`src/rtl/layer_io_pkg.sv`:
```
// Shared definitions for the layer I/O blocks (input loader and output writer).
package layer_io_pkg;

    // Level-handshake sequencing states shared by the layer I/O engines.
    typedef enum logic [2:0] {
        IDLE  = 3'd0,
        SNAP  = 3'd1,
        WRITE = 3'd2,
        PRED  = 3'd3,
        DONE  = 3'd4
    } state_t;

    // Default sizes for the classifier output stage.
    localparam int DEFAULT_OUTPUT_SIZE = 10;
    localparam int DEFAULT_IN_WIDTH    = 8;
    localparam int DEFAULT_DATA_WIDTH  = 32;

endpackage

```
`src/rtl/argmax_tracker.sv`:
```
// Running signed maximum with the index where it was first seen.
module argmax_tracker #(
    parameter int VAL_WIDTH = 8,
    parameter int IDX_WIDTH = 4
) (
    input  logic                        clk,
    input  logic                        rst_n,
    input  logic                        clear_load,
    input  logic signed [VAL_WIDTH-1:0] load_val,
    input  logic                        sample_valid,
    input  logic signed [VAL_WIDTH-1:0] sample_val,
    input  logic        [IDX_WIDTH-1:0] sample_idx,
    output logic signed [VAL_WIDTH-1:0] max_val,
    output logic        [IDX_WIDTH-1:0] max_idx
);

    // Seed with element 0 on load; afterwards replace only on a strictly greater value,
    // so ties keep the lowest index.
    always_ff @(posedge clk or negedge rst_n) begin
        if (!rst_n) begin
            max_val <= '0;
            max_idx <= '0;
        end else if (clear_load) begin
            max_val <= load_val;
            max_idx <= '0;
        end else if (sample_valid && (sample_val > max_val)) begin
            max_val <= sample_val;
            max_idx <= sample_idx;
        end
    end

endmodule

```
`src/rtl/output_layer_writer.sv`:
```
// Streams the final-layer logits into the output RAM, then appends the argmax class.
module output_layer_writer
    import layer_io_pkg::*;
#(
    parameter int OUTPUT_SIZE = DEFAULT_OUTPUT_SIZE,
    parameter int IN_WIDTH    = DEFAULT_IN_WIDTH,
    parameter int DATA_WIDTH  = DEFAULT_DATA_WIDTH
) (
    input  logic                                 clk,
    input  logic                                 rst_n,
    input  logic                                 start,
    output logic                                 done,
    input  logic signed [IN_WIDTH-1:0]           layer_in [OUTPUT_SIZE-1:0],
    output logic                                 outputs_write_en,
    output logic [$clog2(OUTPUT_SIZE+1)-1:0]     outputs_write_address,
    output logic [DATA_WIDTH-1:0]                outputs_write_data,
    output logic [$clog2(OUTPUT_SIZE)-1:0]       prediction,
    output logic                                 prediction_valid
);

    localparam int AW = $clog2(OUTPUT_SIZE + 1);
    localparam int PW = $clog2(OUTPUT_SIZE);
    localparam logic [AW-1:0] LAST_IDX  = AW'(OUTPUT_SIZE - 1);
    localparam logic [AW-1:0] PRED_ADDR = AW'(OUTPUT_SIZE);

    state_t                        state, state_next;
    logic [AW-1:0]                 idx;
    logic signed [IN_WIDTH-1:0]    snap [OUTPUT_SIZE-1:0];
    logic signed [IN_WIDTH-1:0]    cur_val;
    logic signed [DATA_WIDTH-1:0]  cur_ext;
    logic signed [IN_WIDTH-1:0]    max_val;
    logic [PW-1:0]                 max_idx;

    // Current snapshot element and its sign-extended RAM word.
    always_comb begin
        cur_val = snap[idx];
        cur_ext = DATA_WIDTH'(cur_val);
    end

    // Next-state logic for the start/done level handshake.
    always_comb begin
        state_next = state;
        case (state)
            IDLE:    if (start) state_next = SNAP;
            SNAP:    state_next = WRITE;
            WRITE:   if (idx == LAST_IDX) state_next = PRED;
            PRED:    state_next = DONE;
            DONE:    if (!start) state_next = IDLE;
            default: state_next = IDLE;
        endcase
    end

    // State register.
    always_ff @(posedge clk or negedge rst_n) begin
        if (!rst_n) state <= IDLE;
        else        state <= state_next;
    end

    // Logit index: walks 0..OUTPUT_SIZE-1 during WRITE and parks at the last index.
    always_ff @(posedge clk or negedge rst_n) begin
        if (!rst_n) begin
            idx <= '0;
        end else if (state == WRITE) begin
            if (idx != LAST_IDX) idx <= idx + 1'b1;
        end else begin
            idx <= '0;
        end
    end

    // Snapshot of the logits, taken once so later input changes cannot leak into the stream.
    always_ff @(posedge clk or negedge rst_n) begin
        if (!rst_n) begin
            for (int unsigned i = 0; i < OUTPUT_SIZE; i++) snap[i] <= '0;
        end else if (state == SNAP) begin
            for (int unsigned i = 0; i < OUTPUT_SIZE; i++) snap[i] <= layer_in[i];
        end
    end

    // Seeded from layer_in[0] in SNAP: the same value snap[0] receives on that edge.
    argmax_tracker #(
        .VAL_WIDTH (IN_WIDTH),
        .IDX_WIDTH (PW)
    ) u_argmax (
        .clk          (clk),
        .rst_n        (rst_n),
        .clear_load   (state == SNAP),
        .load_val     (layer_in[0]),
        .sample_valid (state == WRITE),
        .sample_val   (cur_val),
        .sample_idx   (PW'(idx)),
        .max_val      (max_val),
        .max_idx      (max_idx)
    );

    // Registered RAM port, prediction and done outputs.
    // done is qualified by start so it drops on the edge that sees start released.
    always_ff @(posedge clk or negedge rst_n) begin
        if (!rst_n) begin
            outputs_write_en      <= 1'b0;
            outputs_write_address <= '0;
            outputs_write_data    <= '0;
            prediction            <= '0;
            prediction_valid      <= 1'b0;
            done                  <= 1'b0;
        end else begin
            outputs_write_en <= 1'b0;
            done             <= 1'b0;
            case (state)
                IDLE: begin
                    if (start) prediction_valid <= 1'b0;
                end
                WRITE: begin
                    outputs_write_en      <= 1'b1;
                    outputs_write_address <= idx;
                    outputs_write_data    <= cur_ext;
                end
                PRED: begin
                    outputs_write_en      <= 1'b1;
                    outputs_write_address <= PRED_ADDR;
                    outputs_write_data    <= DATA_WIDTH'(max_idx);
                    prediction            <= max_idx;
                    prediction_valid      <= 1'b1;
                end
                DONE: begin
                    done <= start;
                end
                default: ;
            endcase
        end
    end

    // max_val is only observed inside the tracker's compare.
    logic unused_max;
    assign unused_max = ^max_val;

endmodule

```
`config.mk`:
```
export PLATFORM = sky130hd
export DESIGN_NAME = output_layer_writer
export DESIGN_NICKNAME = d
export VERILOG_FILES = /design/src/rtl/layer_io_pkg.sv /design/src/rtl/argmax_tracker.sv /design/src/rtl/output_layer_writer.sv
export SDC_FILE = /design/constraint.sdc
export NUM_CORES = 1
export LEC_CHECK = 0
export ABC_AREA = 1
export CAP_MARGIN = 30
export CORE_UTILIZATION = 46
export DETAILED_ROUTE_END_ITERATION = 7
export PLACE_DENSITY = 0.78
export SETUP_SLACK_MARGIN = 0.05
export SYNTH_ARGS = -nofsm -noshare
export SYNTH_HDL_FRONTEND = slang
export SYNTH_SLANG_ARGS = --single-unit
export TNS_END_PERCENT = 50
```
`constraint.sdc`:
```
create_clock -name clk -period 2.4 [get_ports clk]
set_clock_uncertainty 0.15 [all_clocks]
set_input_delay 0.6 -clock clk [delete_from_list [all_inputs] [get_ports clk]]
set_output_delay 0.6 -clock clk [all_outputs]
set_load 0.01 [all_outputs]
```
==> summary.md, run 1 <==
| Metric | Value |
|---|---|
| Uppermost layer routed | `met4` |
| Die extent in y | `roughly 120 um` |
| Met3 Wirelength | `1.19 mm` |
| Die area | `around 0.013 sq mm` |
| Leak pwr | `slightly above 4 nW` |
| CTS H-tree depth | `4` |
| Total Routing Usage GR | `about 26%` |
| Reg power frac | `between 20% and 30%` |
| CTS Hold Bufs | `0` |
| Clock transition at path regs | `50 ps` |
| First-pass GRT wire length | `26.1 mm` |
| Met1 Wirelength | `about 7.0 mm` |
| Num rows | `41` |
| Final min period | `2720 ps` |
| Clock group share of total power | `23.8%` |
| Switching pwr | `slightly below 5 mW` |
| Primary FF master, synth | `dfrtp_1` |
| Setup WS pre-CTS | `-202 ps` |
| Failing checks | `setup timing` |
| TritonCTS clock tree | `done` |
| Met2 Wirelength | `about 8 mm` |
| IO Count | `approximately 130` |
| Core area | `about 0.013 sq mm` |
| Synth area leaders | `dfrtp_1, nand2_1, inv_1` |
| Maximum vdd ir drop | `about 0.00068 V` |
| Period Utilization, post-route | `113%` |
| Worst Path Required | `around 2600 ps` |
| Crit path capture type | `register` |
| RSZ-0062 raised after global routing | `yes` |
| Initial DRC count | `510` |
| Setup ws final | `-321 ps` |
| Comb pwr share | `between 40% and 50%` |
| Nets | `between 900 and 1,000` |
| Switching share of power | `39.2%` |
| Port Buf Inserts | `about 130` |
| Final setup fails | `12` |
| Final GP Congestion | `0.898` |
| Wirelength, routed | `16.7 mm` |
| Worst slew pin tran | `941 ps` |
| Worst slew margin | `between 30 and 40%` |
| Gr ovfl total | `0` |
| Sequential fraction of the synthesis area | `approximately half` |
| Max Root-Sink Buffers | `2` |
| Vias per cell | `roughly 5.1` |
| Synth Warn # | `0` |
| Detail Placement HPWL | `roughly 11 mm` |
| EDFF count, synth | `0` |
| Worst hold-check path type | `in -> async` |
| Pwr Density | `between 1000 and 1500 mW/mm^2` |
| Root buffer cell | `clkbuf_16` |
| Outcome | `complete, but fails checks` |
| Inserted Clock Buffers | `17` |
| Syn Nets | `850` |
| DRC violation count after routing | `0` |
| Max Clk Rate | `0.368 GHz` |
| Vias in the first global route | `~5,300` |
| Sinks on Clock Net | `about 120` |
| Initial Util | `a little under half` |
| Cell Int Power | `~7.5 mW` |
| Layout cells sized above 1 | `between 10% and 20%` |
| Inserted Diodes | `0` |
| Pre-antenna DRT Iters | `7` |
| Crit Path Max Fanout | `9` |
| Crit path DAT | `~2900 ps` |
| Worst setup path class | `reg -> reg` |
| Per-cell routed wire length | `between 15 and 20 um` |
| Final Max Slew Viols | `0` |
| Die span in x | `roughly 120 um` |
| Layout area overhead | `43.0%` |
| Library cells used by synthesis | `31` |
| Synth top area share | `between 40% and 50%` |
| Yosys top cell by area | `dfrtp_1` |
| Mapped cell area | `0.00597 sq mm` |
| Fin. Hold Viols | `0` |
| Pin count of the biggest net entering global routing | `100` |
| Vias | `5,513` |
| Crit path launch type | `register` |
| Synth Register Bits | `roughly 120` |
| Async SR Flop Fraction | `100%` |
| Clock Latency Late Sink | `approximately 420 ps` |
| Pwr Total | `about 12 mW` |
| Syn avg cell area | `~7.9 sq um` |
| Final ANT Viol Nets | `0` |
| Syn Inst Count | `about 760` |
| MaxCap Viol Count | `0` |
| Initial antenna violation count | `0` |
-- path summary, 6_finish.rpt --
check	from	to	slack [ps]	depth (start not counted)
setup / recovery	idx[0]	u_argmax.max_val[2]	-320	21
hold / removal	rst_n	snap[60]	0.6	1
setup reg to reg	idx[0]	u_argmax.max_val[2]	-320	21
hold reg to reg	snap[66]	snap[66]	320	2
max in group asynchronous	rst_n	snap[4]	1470	2
min in group clk	snap[66]	snap[66]	320	2
-- critical path, stage by stage, from the launching register on --
cell,delay [ps]
dfrtp_2,460
buf_16,160
buf_16,130
nand2_1,110
nand3_1,140
nand3_2,100
nand3_2,110
nand2_2,110
inv_2,40
ha_2,150
inv_1,50
nand2_1,40
nand2_1,60
nand2_1,50
nand2_1,80
nand2_2,70
nand2_2,70
nand2_2,60
nand3_4,170
nand2_8,100
nand2_1,120
nand2_1,60
-- cells in the final DEF, fill, tap and decap left out, types with 2 or more instances in the layout --
cell / instances
nand3_1: 38
o21ai_0: 50
buf_12: 7
ha_1: 4
nand2_1: 300
a21oi_2: 2
clkdlybuf4s50_1: 124
nor2_1: 5
dfrtp_2: 2
buf_4: 36
a21oi_1: 4
nand4_1: 4
ha_4: 5
o21ai_2: 5
buf_8: 2
inv_2: 4
clkbuf_1: 4
nand2_2: 20
nor3_4: 2
nor2_2: 4
dfrtp_1: 116
or2_2: 2
bufinv_16: 6
clkbuf_8: 3
buf_6: 4
clkbuf_16: 17
inv_1: 75
nand3_2: 29
nor2_4: 2
o21ai_1: 12
buf_16: 3
-- what timing repair did --
item,CTS,global route
buffers inserted,4,3
endpoints found under the setup margin,32,29
gates resized for setup,44,34
cloned,5,0
pin swaps,18,24
-- registers in the layout (all words and copies together), names as in the netlist --
name / cells
snap: 80
outputs_write_data: 8
u_argmax.max_idx: 4
done: 1
prediction_valid: 1
idx: 4
prediction: 4
u_argmax.max_val: 8
outputs_write_en: 1
state: 3
outputs_write_address: 4
-- synthesized netlist by cell type, types with 2 or more instances --
library cell and instances:
nand2_1 319, dfrtp_1 118, inv_1 76, nand3_1 56
o21ai_0 51, buf_4 33, o21ai_1 17, buf_2 15
nand3_2 11, ha_1 10, buf_6 6, nor2_1 6
a21oi_1 5, clkbuf_1 5, nor2_2 5, nand4_1 4
inv_2 3, nand2_2 3, or2_2 2
-- kinds of logic (layout without fill, tap and decap cells) --
| family | count (synthesis) | count (layout) | share of synthesized area, % |
|---|---|---|---|
| buffers and inverters | 141 | 289 | 12.3 |
| and+or+nand+nor | 411 | 411 | 29.4 |
| adders and majority gates | 10 | 10 | 2.10 |
| DFF | 118 | 118 | 49.5 |
| xor gates and xnor gates | 1 | 1 | 0.147 |
| AOI/OAI and AO/OA | 76 | 76 | 6.58 |
-- power by group through the flow --
stage,clock [mW],sequential (mW),combinational [mW]
2_1_floorplan,0,3.26,3.40
3_3_place_gp,0,3.25,4.93
3_5_place_dp,0,3.29,5.02
4_1_cts,2.93,3.28,5.57
5_1_grt,3.04,3.38,6.66
6_report,2.93,3.28,6.07
-- metal layers --
| metal | vias up | GRT usage [%] |
|---|---|---|
| met1 | 2577 | 33.3 |
| li1 | 2604 | - |
| met3 | 49 | 5.33 |
| met5 | - | 0 |
| met4 | 0 | 12.3 |
| met2 | 283 | 41.3 |
-- per-stage QoR --
stage	instances	area, sq um	hold slack (ps)	util, %	setup TNS [ps]
after floorplan	757	5990	154	-	0
after global placement	1034	7410	304	58.7	-1660
after detailed placement	1034	7410	309	58.7	-2320
after CTS	1074	8360	17.3	66.2	-2070
after global routing	1077	8540	35.0	67.6	-4750
final	1077	8540	0.622	67.6	-3670
-- layout make-up --
cell class                      instances  area [sq um]
Inverter                               80           317
Clock inverter                          8           193
Tap cell                              172           215
Multi-Input combinational cell        498          2550
Timing Repair Buffer                  176          1810
Sequential cell                       118          2960
Timing Repair inverter                  1          11.3
Clock buffer                           24           482
Fill cell                             951          4080
Note: power is estimated with default switching activity, not from simulation.
==> inputs of run 2 (changes only) <==
--- a/config.mk
+++ b/config.mk
@@ -5,11 +5,11 @@
 export SDC_FILE = /design/constraint.sdc
 export NUM_CORES = 1
 export LEC_CHECK = 0
-export ABC_AREA = 1
 export CAP_MARGIN = 30
 export CORE_UTILIZATION = 46
 export DETAILED_ROUTE_END_ITERATION = 7
-export PLACE_DENSITY = 0.78
+export HOLD_SLACK_MARGIN = 0.15
+export PLACE_DENSITY = 0.83
 export SETUP_SLACK_MARGIN = 0.05
 export SYNTH_ARGS = -nofsm -noshare
 export SYNTH_HDL_FRONTEND = slang
==> run 2 against run 1 <==
The flow still finishes with violations (setup timing); clock-buffer cell count is 3 lower; highest routed layer unchanged; register-to-register slack worse by 420 ps; setup slack worse by 420 ps.
==> summary.md, run 2 <==
| Metric | Value |
|---|---|
| Primary FF master, synth | `dfrtp_1` |
| CTS Hold Bufs | `0 (unchanged)` |
| Biggest regs | `snap (80), outputs_write_data (8), u_argmax.max_val (8)` |
| Maximum vdd ir drop | `0.000676 V (-0.87%)` |
| Crit path launch type | `register` |
| Synth top area share | `51.5% (+2.0 points)` |
| Synth Warn # | `0 (unchanged)` |
| Initial Util | `47.6% (+0.27 points)` |
| Crit Path Max Fanout | `7 (-2)` |
| List of most frequent post-synthesis cells | `nand2_1, dfrtp_1, buf_4, mux2_2, clkbuf_1` |
| Worst setup path class | `reg -> reg` |
| Gr ovfl total | `0 (unchanged)` |
| Detail Placement HPWL | `10.9 mm (+2.3%)` |
| Setup WS pre-CTS | `-896 ps (-693 ps)` |
| Non-Filler Instances | `930 (-14%)` |
| Max FFs per register | `80 (unchanged)` |
| Mapped cell area | `0.00574 sq mm (-3.9%)` |
| RSZ-0062 raised after global routing | `yes` |
| R2R depth | `12 (-43%)` |
| DRC violation count after routing | `0 (unchanged)` |
| Post-Place Cells | `889 (-14%)` |
| Syn Nets | `702 (-17%)` |
| Die area | `0.0129 sq mm (-3.8%)` |
| Final min period | `3140 ps (+417 ps)` |
| Pin count of the biggest net entering global routing | `119 (+19%)` |
| Pre-antenna DRT Iters | `4 (-3)` |
| Wirelength, routed | `15.2 mm (-8.9%)` |
| Top-count cell post-synth | `nand2_1` |
| R2r setup slk | `-740 ps (-420 ps)` |
| CP dominant cell by count | `buf_4` |
| Most frequent cells in the layout | `nand2_1, clkdlybuf4s50_1, dfrtp_1, buf_4, mux2_2` |
| Async SR Flop Fraction | `100% (unchanged)` |
| Core area | `0.0121 sq mm (-4.4%)` |
| Die extent in y | `114 um (-1.9%)` |
| # fillers | `899 (-5.5%)` |
| Final Max Slew Viols | `0 (unchanged)` |
| Synth area leaders | `dfrtp_1, nand2_1, mux2_2` |
| Design area | `0.00817 sq mm (-4.3%)` |
| First-pass GRT wire length | `23.3 mm (-11%)` |
| Slowest CP cell | `mux4_2` |
| Inserted Clock Buffers | `17 (unchanged)` |
| Hold WS | `121 ps (+120 ps)` |
| Placed cell area | `0.00734 sq mm (-0.88%)` |
| Setup ws final | `-738 ps (-417 ps)` |
| Sequential fraction of the synthesis area | `51.5% (+2.0 points)` |
| Nets | `842 (-15%)` |
| Setup crit start | `idx[0]` |
| Total Routing Usage GR | `23.7% (-2.0 points)` |
| Library cells used by synthesis | `45 (+45%)` |
| Vias per cell | `5.15 (+0.51%)` |
| Outcome | `complete, but fails checks` |
| Critical-path cell list | `buf_12, mux4_2, nand2_1, nand3_2, ha_4, nand4_1, buf_4, a211oi_4, nor4_4, buf_4, o211ai_1, o311ai_2` |
| Max Root-Sink Buffers | `2 (unchanged)` |
| Initial DRC count | `306 (-40%)` |
| Layout area overhead | `42.4%` |
| CP max stage delay | `530 ps (+70 ps)` |
| Max Clk Rate | `0.319 GHz (-13%)` |
| CTS H-tree depth | `4 (unchanged)` |
| Port Buf Inserts | `125 (unchanged)` |
| Period Utilization, post-route | `131% (+17 points)` |
| Fin. Hold Viols | `0 (unchanged)` |
| IO Count | `126 (unchanged)` |
| Per-cell routed wire length | `16.3 um (+5.5%)` |
| Clock Latency Late Sink | `410 ps (about the same)` |
| Syn Inst Count | `609 (-20%)` |
| Yosys top cell by area | `dfrtp_1` |
| Final setup fails | `12 (unchanged)` |
| Worst slew margin | `59.0% (+22 points)` |
| Crit path capture type | `register` |
| Syn avg cell area | `9.42 sq um (+19%)` |
| TritonCTS clock tree | `done` |
| Crit path DAT | `3260 ps (+380 ps)` |
| Sinks on Clock Net | `118 (unchanged)` |
| Initial antenna violation count | `0 (unchanged)` |
| Clock transition at path regs | `60 ps (about the same)` |
| Num rows | `40 (-2.4%)` |
| Vias in the first global route | `4,834 (-8.5%)` |
| Pwr Density | `1420 mW/mm^2 (-1.6%)` |
| Critical R2R Launch | `idx[0]` |
| Commonest non-fill, non-tap cell in the layout | `nand2_1` |
| Final GP Congestion | `0.836 (-6.9%)` |
| Failing checks | `setup timing` |
| Worst hold-check path type | `in -> async` |
| Inserted Diodes | `0 (unchanged)` |
| Root buffer cell | `clkbuf_16` |
| Leak pwr | `3.87 nW (-6.9%)` |
| Biggest register | `snap` |
| Die span in x | `114 um (-1.9%)` |
| EDFF count, synth | `0 (unchanged)` |
| Worst Path Required | `2520 ps (-40 ps)` |
| Layout cells sized above 1 | `21.0% (+2.9 points)` |
| Synth Register Bits | `118 (unchanged)` |
| Worst slew pin tran | `615 ps (-326 ps)` |
| Final ANT Viol Nets | `0 (unchanged)` |
| Vias | `4,785 (-13%)` |
| MaxCap Viol Count | `0 (unchanged)` |
[run 2: cell types whose count changed in the layout (fill, tap and decap cells not counted), moves of 25 or more]
cell,previous run,this run
nand3_2,29,4
o21ai_0,50,5
nand3_1,38,9
nand2_1,300,268
inv_1,75,13
mux2_2,0,26
[run 2: cell type report]
cell class | count | area, sq um | area share (%)
Clock inverter | 11 | 125 | 1.53
Sequential cell | 118 | 2960 | 36.2
Multi-Input combinational cell | 420 | 2570 | 31.4
Inverter | 13 | 48.8 | 0.598
Clock buffer | 21 | 470 | 5.76
Tap cell | 168 | 210 | 2.57
Timing Repair Buffer | 179 | 1790 | 21.9
[run 2: timing repair]
item / CTS / global route
cloned: 0 / 2
setup buffers: 3 / 4
pin swaps: 4 / 4
setup endpoints to repair: 25 / 13
resized for setup: 6 / 18
[run 2: power by group]
group / internal (mW) / switching [mW]
registers: 2.90 / 0.533
logic: 2.72 / 2.89
clock network: 1.61 / 0.913
total: 7.22 / 4.34
[run 2: cells by family after synthesis]
| logic type | count (synthesis) | synth area share (%) |
|---|---|---|
| AND/OR/NAND/NOR | 312 | 22.6 |
| multiplexers | 39 | 9.33 |
| flip-flops | 118 | 51.5 |
| adder cells (fa/ha/maj) | 10 | 2.18 |
| AO/OA/AOI/OAI | 56 | 7.35 |
| buffers and inverters | 71 | 6.61 |
| XOR/XNOR | 3 | 0.458 |
[run 2: metal layers]
layer | global-route usage (%) | wire, um | share of wire [%] | up-vias
li1 | - | - | - | 2264
met2 | 39.6 | 7710 | 51 | 154
met1 | 29.1 | 6360 | 42 | 2327
met5 | 0 | 0 | 0 | -
met3 | 5.79 | 672 | 4.4 | 40
met4 | 11.0 | 424 | 2.8 | 0
[run 2: path summary, 6_finish.rpt]
check	to
setup / recovery	u_argmax.max_val[5]
min in group clk	snap[16]
hold / removal	outputs_write_address[1]
max in group asynchronous	u_argmax.max_val[0]
setup reg to reg	u_argmax.max_val[5]
hold reg to reg	snap[16]
[run 2: through the flow]
step                      util (%)  setup TNS (ps)  total power [mW]
final                         67.7           -8500              11.6
after CTS                     66.3           -8240              11.3
after global routing          67.7           -9850              12.3
after global placement        60.8          -12710              8.28
after detailed placement      60.9           -9840              8.54
after floorplan                  -           -6390              6.59
[run 2: worst max-delay path: cells and delay by family (launching register included)]
family / cells / cell delay, ps
simple gates: 4 / 480
flops: 1 / 420
compound gates: 3 / 610
fa+ha+maj: 1 / 290
mux: 1 / 530
buf+inv: 3 / 520
